`src/rtl/counter_seq_ctrl_pkg.sv`:
```
// Shared definitions for the counter sequencer: state encoding and default width.
package counter_seq_ctrl_pkg;

    localparam int DEFAULT_WIDTH = 4;

    typedef enum logic [1:0] {
        ST_IDLE  = 2'd0,
        ST_COUNT = 2'd1,
        ST_DONE  = 2'd2,
        ST_ABORT = 2'd3
    } state_t;

endpackage

```
`src/rtl/counter_seq_ctrl_ctr.sv`:
```
// Counter datapath: clear beats load beats increment; tc flags the all-ones value.
module ctr_core #(
    parameter int WIDTH = 4
) (
    input  logic             clk,
    input  logic             rst,
    input  logic             load,
    input  logic [WIDTH-1:0] d,
    input  logic             ce,
    input  logic             clear,
    output logic [WIDTH-1:0] q,
    output logic             tc
);

    localparam logic [WIDTH-1:0] ONES = {WIDTH{1'b1}};
    localparam logic [WIDTH-1:0] ZERO = {WIDTH{1'b0}};
    localparam logic [WIDTH-1:0] ONE  = WIDTH'(1'b1);

    // count register with prioritised clear/load/increment
    always_ff @(posedge clk or posedge rst) begin
        if (rst) begin
            q <= ZERO;
        end else if (clear) begin
            q <= ZERO;
        end else if (load) begin
            q <= d;
        end else if (ce) begin
            q <= q + ONE;
        end else begin
            q <= q;
        end
    end

    assign tc = (q == ONES);

endmodule

```
`src/rtl/counter_seq_ctrl.sv`:
```
// Job sequencer: accepts a count job, runs it through reps+1 passes to all-ones,
// and reports normal completion or a stop-initiated abort with one-cycle pulses.
module counter_seq_ctrl
    import counter_seq_ctrl_pkg::*;
#(
    parameter int WIDTH = DEFAULT_WIDTH
) (
    input  logic             clk,
    input  logic             rst,
    input  logic             req_valid,
    output logic             req_ready,
    input  logic [WIDTH-1:0] load_val,
    input  logic [WIDTH-1:0] reps,
    input  logic             ce,
    input  logic             stop,
    output logic [WIDTH-1:0] cnt,
    output logic             tc,
    output logic             busy,
    output logic             done,
    output logic             aborted
);

    localparam logic [WIDTH-1:0] ZERO = {WIDTH{1'b0}};
    localparam logic [WIDTH-1:0] ONE  = WIDTH'(1'b1);

    state_t           state_r;
    state_t           next_state_s;
    logic [WIDTH-1:0] reps_left_r;
    logic [WIDTH-1:0] load_cap_r;
    logic [WIDTH-1:0] load_data_s;
    logic             core_load_s;
    logic             core_inc_s;
    logic             core_clear_s;
    logic             capture_s;
    logic             reps_dec_s;
    logic [WIDTH-1:0] core_q_s;
    logic             core_tc_s;

    ctr_core #(.WIDTH(WIDTH)) u_ctr_core (
        .clk   (clk),
        .rst   (rst),
        .load  (core_load_s),
        .d     (load_data_s),
        .ce    (core_inc_s),
        .clear (core_clear_s),
        .q     (core_q_s),
        .tc    (core_tc_s)
    );

    // state register
    always_ff @(posedge clk or posedge rst) begin
        if (rst) begin
            state_r <= ST_IDLE;
        end else begin
            state_r <= next_state_s;
        end
    end

    // job parameters captured at acceptance; later input changes have no effect
    always_ff @(posedge clk or posedge rst) begin
        if (rst) begin
            reps_left_r <= ZERO;
            load_cap_r  <= ZERO;
        end else if (capture_s) begin
            reps_left_r <= reps;
            load_cap_r  <= load_val;
        end else if (reps_dec_s) begin
            reps_left_r <= reps_left_r - ONE;
        end else begin
            reps_left_r <= reps_left_r;
        end
    end

    // next-state and datapath control; stop outranks terminal count and reload
    always_comb begin
        next_state_s = state_r;
        load_data_s  = load_cap_r;
        core_load_s  = 1'b0;
        core_inc_s   = 1'b0;
        core_clear_s = 1'b0;
        capture_s    = 1'b0;
        reps_dec_s   = 1'b0;
        case (state_r)
            ST_IDLE: begin
                if (req_valid) begin
                    next_state_s = ST_COUNT;
                    capture_s    = 1'b1;
                    core_load_s  = 1'b1;
                    load_data_s  = load_val;
                end else begin
                    next_state_s = ST_IDLE;
                end
            end
            ST_COUNT: begin
                if (stop) begin
                    next_state_s = ST_ABORT;
                end else if (ce) begin
                    if (!core_tc_s) begin
                        core_inc_s = 1'b1;
                    end else if (reps_left_r != ZERO) begin
                        core_load_s = 1'b1;
                        reps_dec_s  = 1'b1;
                    end else begin
                        next_state_s = ST_DONE;
                    end
                end else begin
                    next_state_s = ST_COUNT;
                end
            end
            ST_DONE: begin
                next_state_s = ST_IDLE;
            end
            ST_ABORT: begin
                core_clear_s = 1'b1;
                next_state_s = ST_IDLE;
            end
            default: begin
                next_state_s = ST_IDLE;
            end
        endcase
    end

    assign cnt       = core_q_s;
    assign req_ready = (state_r == ST_IDLE);
    assign busy      = (state_r == ST_COUNT) || (state_r == ST_DONE);
    assign done      = (state_r == ST_DONE);
    assign aborted   = (state_r == ST_ABORT);
    assign tc        = (state_r == ST_COUNT) && core_tc_s;

endmodule

```
`config.mk`:
```
export PLATFORM = sky130hd
export DESIGN_NAME = counter_seq_ctrl
export DESIGN_NICKNAME = d
export VERILOG_FILES = /design/src/rtl/counter_seq_ctrl_pkg.sv /design/src/rtl/counter_seq_ctrl_ctr.sv /design/src/rtl/counter_seq_ctrl.sv
export SDC_FILE = /design/constraint.sdc
export NUM_CORES = 1
export LEC_CHECK = 0
export ABC_AREA = 1
export ABC_CLOCK_PERIOD_IN_PS = 1850
export CORE_AREA = 2 2 57 45
export CTS_CLUSTER_DIAMETER = 120
export DETAILED_ROUTE_END_ITERATION = 16
export DIE_AREA = 0 0 59 47
export PLACE_DENSITY = 0.78
export SETUP_SLACK_MARGIN = 0.5
export SLEW_MARGIN = 20
export SYNTH_ARGS = -nofsm -noshare
export SYNTH_HDL_FRONTEND = slang
export SYNTH_HIERARCHICAL = 1
export SYNTH_SLANG_ARGS = --single-unit
```
`constraint.sdc`:
```
create_clock -name clk -period 1.85 [get_ports clk]
set_clock_uncertainty 0.15 [all_clocks]
set_input_delay 0.37 -clock clk [delete_from_list [all_inputs] [get_ports clk]]
set_output_delay 0.37 -clock clk [all_outputs]
set_load 0.02 [all_outputs]
```
# ---- Word level (Yosys, flattened, before mapping)
# Index checks and enable logic that the tools add are counted.
# W data, S select, Z words.
dict set report word_totals {
  ff_bits 14
  input_bits 13
  out_inout_bits 9
  elab_cells 46
}
dict set report classes {
  n_addsub 2
  n_eq_ne 6
  mux 26
  n_reduce_logical 8
}
# op count
set ops {}
lappend ops {{$mux W4} 7}
lappend ops {{$mux W1} 13}
lappend ops {{$mux W2} 4}
lappend ops {{$ne A4 B4 Y1 const B} 2}
lappend ops {{$pmux W2 S3} 1}
lappend ops {{$add A4 B1 Y4 const B} 1}
lappend ops {{$eq A2 B2 Y1 const B} 2}
lappend ops {{$eq A4 B4 Y1 const B} 1}
lappend ops {{$reduce_bool A4 Y1} 1}
lappend ops {{$sub A4 B1 Y4 const B} 1}
lappend ops {{$reduce_bool A3 Y1} 1}
lappend ops {{$eq A2 B1 Y1 const B} 1}
lappend ops {{$logic_not A2 Y1} 1}
lappend ops {{$pmux W1 S2} 1}
lappend ops {{$reduce_and A2 Y1} 1}
lappend ops {{$reduce_bool A2 Y1} 1}
lappend ops {{$reduce_or A2 Y1} 1}
lappend ops {{$logic_and A1 B1 Y1} 1}
lappend ops {{$logic_or A1 B1 Y1} 1}

# ---- Depth between registers and ports, before layout
# Gate-level depths: netlist of the first run.
dict set report depth {
  ltp_word 8
  ltp_mapped 12
  ltp_nobuf 12
}

# ---- Modules after synthesis
# The synthesis of the first run kept the hierarchy.
# mod instances cells_per_inst area_per_inst_um2
set modules_own_cells {}
lappend modules_own_cells {counter_seq_ctrl 1 92 696.9}
lappend modules_own_cells {ctr_core 1 35 260.2}

# ---- Least setup slack after synthesis of the first run
# Ideal clock, no wire load.
dict set report synth_path {
  path_kind {flip-flop to flip-flop}
  start {reg u_ctr_core.q[0]}
  end {reg u_ctr_core.q[2]}
  setup_time_ns 0.120
  t_arrival_ns 1.570
  required_ns 1.580
  path_slack_ns 0.009
  stages_incl_launch_ff 11
  synth_period_minus_slack_ns 1.841
  cell_sequence {dfrtp_1 > ha_1 > nand2_1 > nor2_1 > nand3_4 > nand2_4 > inv_2 > nor2_2 > nor2_1 > o21ai_1 > nand2_1}
}
dict set report synth_via {
  elab_chain_len 7
  word_cells_on_any_way 14
  classes_between {add/sub (1); eq/ne (1); mux (11); reduce/logical (1)}
}
# element line_no
set synth_rtl {}
lappend synth_rtl {{from (decl)} counter_seq_ctrl_ctr.sv:11} ;# output logic [WIDTH-1:0] q,
lappend synth_rtl {{from (signal assigned)} counter_seq_ctrl_ctr.sv:28} ;# q <= q + ONE;
lappend synth_rtl {{from (signal assigned)} counter_seq_ctrl_ctr.sv:30} ;# q <= q;
lappend synth_rtl {{$eq A4 B4 Y1 *} counter_seq_ctrl_ctr.sv:34} ;# assign tc = (q == ONES);
lappend synth_rtl {{named net core_tc_s} counter_seq_ctrl.sv:37} ;# logic core_tc_s;
lappend synth_rtl {{$mux W1 *} counter_seq_ctrl.sv:98} ;# if (!core_tc_s) begin
lappend synth_rtl {{$mux W1 *} counter_seq_ctrl.sv:97} ;# end else if (ce) begin
lappend synth_rtl {{$mux W1 *} counter_seq_ctrl.sv:95} ;# if (stop) begin
lappend synth_rtl {{$pmux W1 S2 *} counter_seq_ctrl.sv:83} ;# case (state_r)
lappend synth_rtl {{named net core_load_s} counter_seq_ctrl.sv:31} ;# logic core_load_s;
lappend synth_rtl {{$mux W4} counter_seq_ctrl_ctr.sv:25} ;# end else if (load) begin
lappend synth_rtl {{$mux W4} counter_seq_ctrl_ctr.sv:23} ;# end else if (clear) begin
# Mark *: on every way through the listed nets, which the timed path passes. The rest lies on a longest branch. The select of a mux whose other input is x is not followed.
# A chain may end at the register's enable or synchronous reset.

# ---- Worst setup path in the final report of the first run
dict set report layout_path {
  start {reg state_r[0]}
  end {reg u_ctr_core.q[0]}
}
dict set report layout_via {
  elab_chain_len 4
  word_cells_on_any_way 10
  classes_between {eq/ne (2); mux (6); reduce/logical (2)}
}
# element line_no
set layout_rtl {}
lappend layout_rtl {{from (decl)} counter_seq_ctrl.sv:26} ;# state_t state_r;
lappend layout_rtl {{from (signal assigned)} counter_seq_ctrl.sv:55} ;# state_r <= next_state_s;
lappend layout_rtl {{$eq A2 B1 Y1 or $logic_not A2 Y1 (tied branches)} counter_seq_ctrl.sv:83}
lappend layout_rtl {{$pmux W1 S2 *} counter_seq_ctrl.sv:83}
lappend layout_rtl {{named net core_load_s} counter_seq_ctrl.sv:31}
lappend layout_rtl {{$mux W4} counter_seq_ctrl_ctr.sv:25}
lappend layout_rtl {{$mux W4} counter_seq_ctrl_ctr.sv:23}
# Mark *: on every way through the listed nets, which the timed path passes. The rest lies on a longest branch.

==> metrics.sh, run 1 <==
CP.BUFFERS_INVERTERS=4
GLOBALPLACE.CONGESTION=0.842
START_UTIL_PCT=43.2
DIEWIDTH_UM=59
ROUTED_WIRE_LENGTH_UM=2940
ROW_COUNT=15
STATUS='finished, final reports clean'
SYNTH.DISTINCT_CELLS=22
FINALCRITPERIODSHARE_PCT=95.9
STATIC-LEAKAGE-POWER_nW=0.857
SETUP.REG_TO_REG.WORST_SLACK_NS=0.08
SEQ_AREA_FRAC_SYNTH_PCT=36.6
GLOBAL_ROUTE_WIRE_LENGTH_BEFORE_REPAIR_UM=4280
YOSYSWARNINGCOUNT=6
WORST_SETUP_HOLD_PATH_CLK_SLEW_NS=0.09
MAXSLEWHEADROOM_PCT=74.4
NETLIST_TOP_CELLS_AREA='sky130_fd_sc_hd__dfrtp_1, sky130_fd_sc_hd__nand2_1, sky130_fd_sc_hd__ha_1'
CLOCK_LATENCY_NS=0.29
CP_MAX_FO=6
TOTAL_NUMBER_OF_VIAS=1078
HIGHEST_LAYER='met4'
TRITONCTS='built'
CRIT_PATH_MAX_INCR_DELAY_NS=0.41
SYNTH_MOST_COMMON_CELL='sky130_fd_sc_hd__nand2_1'
DIODES=0
DRC_ERRORS=0
MET2_WIRE_LEN_UM=1540
TIMING.FINAL.MAX_SLEW_VIOLATIONS=0
REPORT.FINAL.SETUP_VIOL=0
SYNTH_SEQ_CELLS=14
FRACTION_OF_FINAL_LAYOUT_CELLS_WITH_DRIVE_STRENGTH_GREATER_THAN_1_PCT=45.4
TOTAL_SWITCHING_POWER_mW=1.25
NUM-NETS-FINAL=204
CP_DATA_REQUIRED_TIME_NS=1.88
DRT-VIAS-PER-INSTANCE=5.18
SYNTH_TOP_AREA_SHARE_PCT=36.6
AREA.GROWTH.SYNTH_TO_FINAL_PCT=76.9
CAP_VIOL_MAX_COUNT=0
GRT-OVFL-TOTAL=0
NETSWITCHINGFRACTION_PCT=45.2
POWERDENSITY_nW_PER_UM2=1630
NUMBER_OF_FLOPS_MAPPED_TO_ENABLE_CELLS_BY_YOSYS=0
SYN-MEAN-INSTANCE-AREA_UM2=7.54
TIGHTESTPINTRANSITION_NS=0.384
WL_PER_CELL_UM=14.1
DPL.CELL_COUNT=185
DETAIL_ROUTE.FIRST_PASS.ITERATIONS=5
DIEHEIGHT_UM=47
CRIT_PATH_CLASS='reg2reg'
POST_ROUTE_MINIMUM_PERIOD_NS=1.77
PIN_COUNT_OF_THE_BIGGEST_NET_ENTERING_GLOBAL_ROUTING=11
POWER.INTERNAL_mW=1.51
VDD_IR_DROP_MAX_mV=0.764
CRITPATHCAPTURETYPE='flop'
ANTENNA_FOUND_INITIAL=0
HOLD_CLASS='in2async'
SYNTH_COMMON_CELLS='sky130_fd_sc_hd__nand2_1, sky130_fd_sc_hd__dfrtp_1, sky130_fd_sc_hd__inv_1'
SYN_INST=127
SYNTHESIS.NETS=147
MET3_LENGTH_UM=164
NUMPORTBUFFERS=21
CTS-ROOT-BUF='sky130_fd_sc_hd__clkbuf_4'
PATH_COMMON_CELL='sky130_fd_sc_hd__buf_6'
F_MAX_MHz=564
CTS_BUFFER_DEPTH=2
MAPPEDNETLISTAREA_UM2=957
HTREE_LEVELS=1
CRITICAL_PATH.TOP_DELAY_FAMILY='buffers and inverters'
GRT_PASS1_VIAS=970
FIN_HOLD_VIOLS=0
YOSYS_MOST_USED_DFF='sky130_fd_sc_hd__dfrtp_1'
FINAL_HPWL_DP_UM=1790
CORE_AREA_UM2=2210
DIE_AREA_UM2=2770
COMBINATIONALPOWERSHARE_PCT=71.2
POWER_FRAC_SEQ_PCT=20.6
LAYOUT.CELLS.NON_FILLER=208
SYNTH_ASYNC_SR_FLOP_SHARE_PCT=100
CRITPATHARRIVALTIME_NS=1.81
ANT_NETS=0
DRT_FIRST_ITER_VIOLATIONS=36
IOPINCOUNT=22
PLACED_INSTANCE_AREA_UM2=1380
WIRELENGTH_MET1_UM=1150
SYNTH.LARGEST_AREA_CELL='sky130_fd_sc_hd__dfrtp_1'
STARTPOINT_TYPE='flop'
CLOCKPOWERSHARE_PCT=8.3
TRITONCTS.NUM_BUFFERS=3
CRIT_PATH_SLOWEST_CELL='sky130_fd_sc_hd__dfrtp_1'
TRACK_USAGE_PCT=21.2
POSTLAYOUTCELLAREA_UM2=1690
CLOCK_SINK_COUNT=14
CTS_HOLD_BUF=0
CRIT_PATH_CELL_TRACE='buf_6, ha_4, buf_6, inv_8, nor2_8, nand3_4, nand2_8, inv_4, nand2_1, o21ai_1, o21ai_2'
UNREPAIRED_SETUP_ENDPOINTS_AFTER_GLOBAL_ROUTING='true'
layer usage:
layer | vias up | GRT usage (%)
met2 | 53 | 41.1
met1 | 502 | 22.9
li1 | 510 | -
met3 | 13 | 5.79
met5 | - | 0
met4 | 0 | 6.82
cells in the final DEF, fill, tap and decap left out:
cell type	count
sky130_fd_sc_hd__nand3_2	4
sky130_fd_sc_hd__o21ai_1	7
sky130_fd_sc_hd__nand2_1	46
sky130_fd_sc_hd__nand2_4	4
sky130_fd_sc_hd__o21bai_4	1
sky130_fd_sc_hd__inv_1	7
sky130_fd_sc_hd__o21ai_2	1
sky130_fd_sc_hd__clkbuf_4	3
sky130_fd_sc_hd__buf_4	24
sky130_fd_sc_hd__nand2_8	1
sky130_fd_sc_hd__nor2_8	1
sky130_fd_sc_hd__o21ai_4	1
sky130_fd_sc_hd__nor3_4	2
sky130_fd_sc_hd__ha_2	1
sky130_fd_sc_hd__nor2_4	3
sky130_fd_sc_hd__dfrtp_1	12
sky130_fd_sc_hd__nor2_1	6
sky130_fd_sc_hd__inv_4	1
sky130_fd_sc_hd__nand3_1	4
sky130_fd_sc_hd__nand3_4	1
sky130_fd_sc_hd__ha_4	6
sky130_fd_sc_hd__nor2_2	1
sky130_fd_sc_hd__clkdlybuf4s50_1	12
sky130_fd_sc_hd__xor2_1	1
sky130_fd_sc_hd__inv_8	1
sky130_fd_sc_hd__inv_2	7
sky130_fd_sc_hd__dfrtp_2	2
sky130_fd_sc_hd__o21ai_0	3
sky130_fd_sc_hd__nand4_1	1
sky130_fd_sc_hd__clkbuf_8	1
sky130_fd_sc_hd__or2_1	1
sky130_fd_sc_hd__buf_6	17
through the flow:
stage,setup TNS [ns],worst slack [ns],util (%),power [mW],hold WS [ns]
floorplan,0,0.216,-,1.55,-0.0141
global placement,-0.0324,-0.0236,62.2,1.95,0.306
detailed placement,-0.197,-0.0520,62.2,2.00,0.312
CTS,0,0.111,72.1,2.53,0.130
global route,0,0.0372,76.4,2.93,0.156
finish,0,0.0766,76.4,2.76,0.143
registers in the layout (all words and copies together), names as in the netlist:
name,flops
state_r,2
u_ctr_core/q,4
load_cap_r,4
reps_left_r,4
final timing paths:
path / from / endpoint / cells past startpoint
max: state_r[0] / u_ctr_core/q[0] / 11
min: rst / u_ctr_core/q[3] / 2
max reg2reg: state_r[0] / u_ctr_core/q[0] / 11
min reg2reg: load_cap_r[3] / load_cap_r[3] / 2
max in group asynchronous: rst / reps_left_r[2] / 2
min in group clk: load_cap_r[3] / load_cap_r[3] / 2
worst reg2reg max path: cells and delay by family, from the launching register on:
family / cells / cell delay [ns]
flip-flops: 1 / 0.41
AND/OR/NAND/NOR: 4 / 0.32
AO/OA/AOI/OAI: 2 / 0.21
adder cells (fa/ha/maj): 1 / 0.15
buffers and inverters: 4 / 0.43
repair_timing:
item,in CTS,in global routing
endpoints found under the setup margin,19,19
pin swaps,18,5
gates resized for setup,74,9
setup buffers,10,9
layout make-up:
cell class,instances,area (um^2)
timing repair buffer,53,492
clock buffer,4,36.3
multi-input combinational,96,711
tap,25,31.3
fill,138,522
sequential,14,353
inverter,16,70.1
power by group through the flow:
stage                     clock [mW]  sequential, mW  combinational, mW
after floorplan                    0           0.623              0.922
after global placement             0           0.557               1.40
final                          0.229           0.568               1.96
after CTS                      0.230           0.555               1.75
after detailed placement           0           0.559               1.44
after global routing           0.249           0.580               2.11
cells by family after synthesis:
logic type / share of synthesized area (%)
xor gates and xnor gates: 0.915
adders and majority gates: 9.15
and+or+nand+nor: 38.0
AOI/OAI and AO/OA: 7.84
DFF: 36.6
buffers and inverters: 7.45
(Power assumes the default switching activity.)
==> run 2, diff against run 1 <==
Settings changed: ABC_CLOCK_PERIOD_IN_PS 1850 to default, CORE_AREA 2 2 57 45 to 2 2 55 44, DIE_AREA 0 0 59 47 to 0 0 57 46, PLACE_DENSITY 0.78 to 0.82.
==> run 2 against run 1 <==
Combinational power down 9%; highest routed layer is now met3; hold slack worse by 0.0096 ns; fmax increased by 2.1%; via count is 8.3% lower.
==> metrics.sh, run 2 (same netlist as run 1, synthesis figures left out) <==
POST_ROUTE_MINIMUM_PERIOD_NS=1.74  # was 1.77 ns
MAXSLEWHEADROOM_PCT=72.9  # was 74.4%
CLOCK_LATENCY_NS=0.29  # about the same
CTS_BUFFER_DEPTH=2  # unchanged
TRITONCTS.NUM_BUFFERS=3  # unchanged
STARTPOINT_TYPE='flop'  # unchanged
GLOBAL_ROUTE_WIRE_LENGTH_BEFORE_REPAIR_UM=3940  # was 4280 um
TOTAL_NUMBER_OF_VIAS=989  # was 1078
NUM-NETS-FINAL=197  # was 204
TRACK_USAGE_PCT=20.2  # was 21.2%
CRIT-REG2REG-CAPTURE='u_ctr_core/q[1]'  # was u_ctr_core/q[0]
FRACTION_OF_FINAL_LAYOUT_CELLS_WITH_DRIVE_STRENGTH_GREATER_THAN_1_PCT=39.8  # was 45.4%
TRITONCTS='built'  # unchanged
CAP_VIOL_MAX_COUNT=0  # unchanged
WORST_R2R_PATH_DEPTH=9  # was 11
FINAL_HPWL_DP_UM=1800  # was 1790 um
REPORT.FINAL.SETUP_VIOL=0  # unchanged
CP_DATA_REQUIRED_TIME_NS=1.33  # was 1.88 ns
CRIT_PATH_CLASS='reg2out'  # was reg2reg
STATUS='finished, final reports clean'  # unchanged
CORE_AREA_UM2=2140  # was 2210 um^2
COMMONEST_CELLS_AFTER_ROUTING_FILL_AND_TAPS_ASIDE='sky130_fd_sc_hd__nand2_1, sky130_fd_sc_hd__buf_4, sky130_fd_sc_hd__buf_6, sky130_fd_sc_hd__clkdlybuf4s50_1, sky130_fd_sc_hd__dfrtp_1'  # unchanged
IOPINCOUNT=22  # unchanged
POWERDENSITY_nW_PER_UM2=1610  # was 1630 nW/um^2
DIEHEIGHT_UM=46  # was 47 um
F_MAX_MHz=576  # was 564 MHz
DIEWIDTH_UM=57  # was 59 um
PATH_COMMON_CELL='sky130_fd_sc_hd__buf_6'  # unchanged
CRITPATHCAPTURETYPE='output pin'  # was flop
CP-STARTPOINT='state_r[0]'  # unchanged
CAPTURING_INSTANCE_OR_PORT_OF_THE_CRITICAL_PATH='tc'  # was u_ctr_core/q[0]
VDD_IR_DROP_MAX_mV=0.986  # was 0.764 mV
DETAIL_ROUTE.FIRST_PASS.ITERATIONS=5  # unchanged
DIE_AREA_UM2=2620  # was 2770 um^2
CRITPATHARRIVALTIME_NS=1.22  # was 1.81 ns
START_UTIL_PCT=44.7  # was 43.2%
DRT_FIRST_ITER_VIOLATIONS=17  # was 36
CRITICAL_PATH_DEPTH=5  # was 11
GRT_PASS1_VIAS=914  # was 970
GLOBALPLACE.CONGESTION=0.849  # was 0.842
CRITICAL_PATH.TOP_DELAY_FAMILY='flip-flops'  # was buffers and inverters
ANTENNA_FOUND_INITIAL=0  # unchanged
CP_MAX_FO=3  # was 6
FIN_HOLD_VIOLS=0  # unchanged
TNS_NS=0  # unchanged
WORST_SETUP_HOLD_PATH_CLK_SLEW_NS=0.10  # was 0.09 ns
WL_PER_CELL_UM=12.7  # was 14.1 um
NUMPORTBUFFERS=21  # unchanged
CTS-ROOT-BUF='sky130_fd_sc_hd__clkbuf_4'  # unchanged
FINALCRITPERIODSHARE_PCT=93.9  # was 95.9%
WORSTREG2REGSTART='u_ctr_core/q[1]'  # was state_r[0]
AREA.GROWTH.SYNTH_TO_FINAL_PCT=64.8  # was 76.9%
DRT-VIAS-PER-INSTANCE=4.92  # was 5.18
ROUTED_WIRE_LENGTH_UM=2540  # was 2940 um
CRIT_PATH_CELL_TRACE='buf_6, ha_4, nand2_2, inv_2, buf_6'  # was buf_6, ha_4, buf_6, inv_8, nor2_8, nand3_4, nand2_8, inv_4, nand2_1, o21ai_1, o21ai_2
UNREPAIRED_SETUP_ENDPOINTS_AFTER_GLOBAL_ROUTING='true'  # unchanged
TIMING.FINAL.MAX_SLEW_VIOLATIONS=0  # unchanged
CRIT_PATH_SLOWEST_CELL='sky130_fd_sc_hd__dfrtp_1'  # unchanged
HOLD_CLASS='in2async'  # unchanged
LARGEST_REGISTERS='load_cap_r x4, reps_left_r x4, u_ctr_core/q x4'  # unchanged
POST-ROUTE-UTIL_PCT=73.7  # was 76.4%
DRC_ERRORS=0  # unchanged
CRIT_PATH_MAX_INCR_DELAY_NS=0.43  # was 0.41 ns
HTREE_LEVELS=1  # unchanged
DIODES=0  # unchanged
ANT_NETS=0  # unchanged
MOST_COMMON_CELL_AFTER_LAYOUT_FILL_AND_TAPS_ASIDE='sky130_fd_sc_hd__nand2_1'  # unchanged
PIN_COUNT_OF_THE_BIGGEST_NET_ENTERING_GLOBAL_ROUTING=11  # unchanged
ROW_COUNT=15  # unchanged
CLOCK_SINK_COUNT=14  # unchanged
TIGHTESTPINTRANSITION_NS=0.405  # was 0.384 ns
SETUP.REG_TO_REG.WORST_SLACK_NS=0.15  # was 0.08 ns
GRT-OVFL-TOTAL=0  # unchanged
CP.BUFFERS_INVERTERS=3  # was 4
STATIC-LEAKAGE-POWER_nW=0.805  # was 0.857 nW
## run 2: stage by stage
stage / setup slack, ns / std cells / power [mW] / instance area, um^2 / hold WS, ns
4_1_cts: 0.119 / 197 / 2.38 / 1500 / 0.135
2_1_floorplan: 0.216 / 127 / 1.55 / 1050 / -0.0141
6_report: 0.113 / 201 / 2.54 / 1580 / 0.134
5_1_grt: 0.0588 / 201 / 2.74 / 1580 / 0.152
3_3_place_gp: -0.0163 / 185 / 1.94 / 1380 / 0.308
3_5_place_dp: -0.0549 / 185 / 2.02 / 1380 / 0.316
## run 2: power by group
group | internal, mW | switching [mW]
logic | 0.867 | 0.917
registers | 0.454 | 0.117
clock network | 0.0837 | 0.102
total | 1.40 | 1.14
## run 2: layout make-up
cell class                 instances  area, um^2
clock buffer                       4        26.3
fill                             156         562
inverter                          16        65.1
multi-input combinational         96         669
sequential                        14         353
tap                               25        31.3
timing repair buffer              46         433
## run 2: worst min path at each step
stage                                  to  cells past startpoint
after floorplan           u_ctr_core/q[2]                      1
after global placement      load_cap_r[1]                      2
after detailed placement    load_cap_r[0]                      2
after CTS                 u_ctr_core/q[3]                      2
after global routing      u_ctr_core/q[3]                      2
final                     u_ctr_core/q[3]                      2
## run 2: per-layer routing
metal | wire length (um) | GRT usage [%] | vias up
li1 | - | - | 503
met1 | 1050 | 23.5 | 456
met2 | 1380 | 37.7 | 30
met3 | 117 | 5.40 | 0
met4 | 0 | 5.12 | 0
met5 | 0 | 0 | -
## run 2: repair_timing
item / 4_1_cts / 5_1_grt
gates resized for setup: 59 / 11
pin swaps: 6 / 7
setup buffers: 8 / 4
hold buffers: 0 / 0
endpoints found under the setup margin: 19 / 20
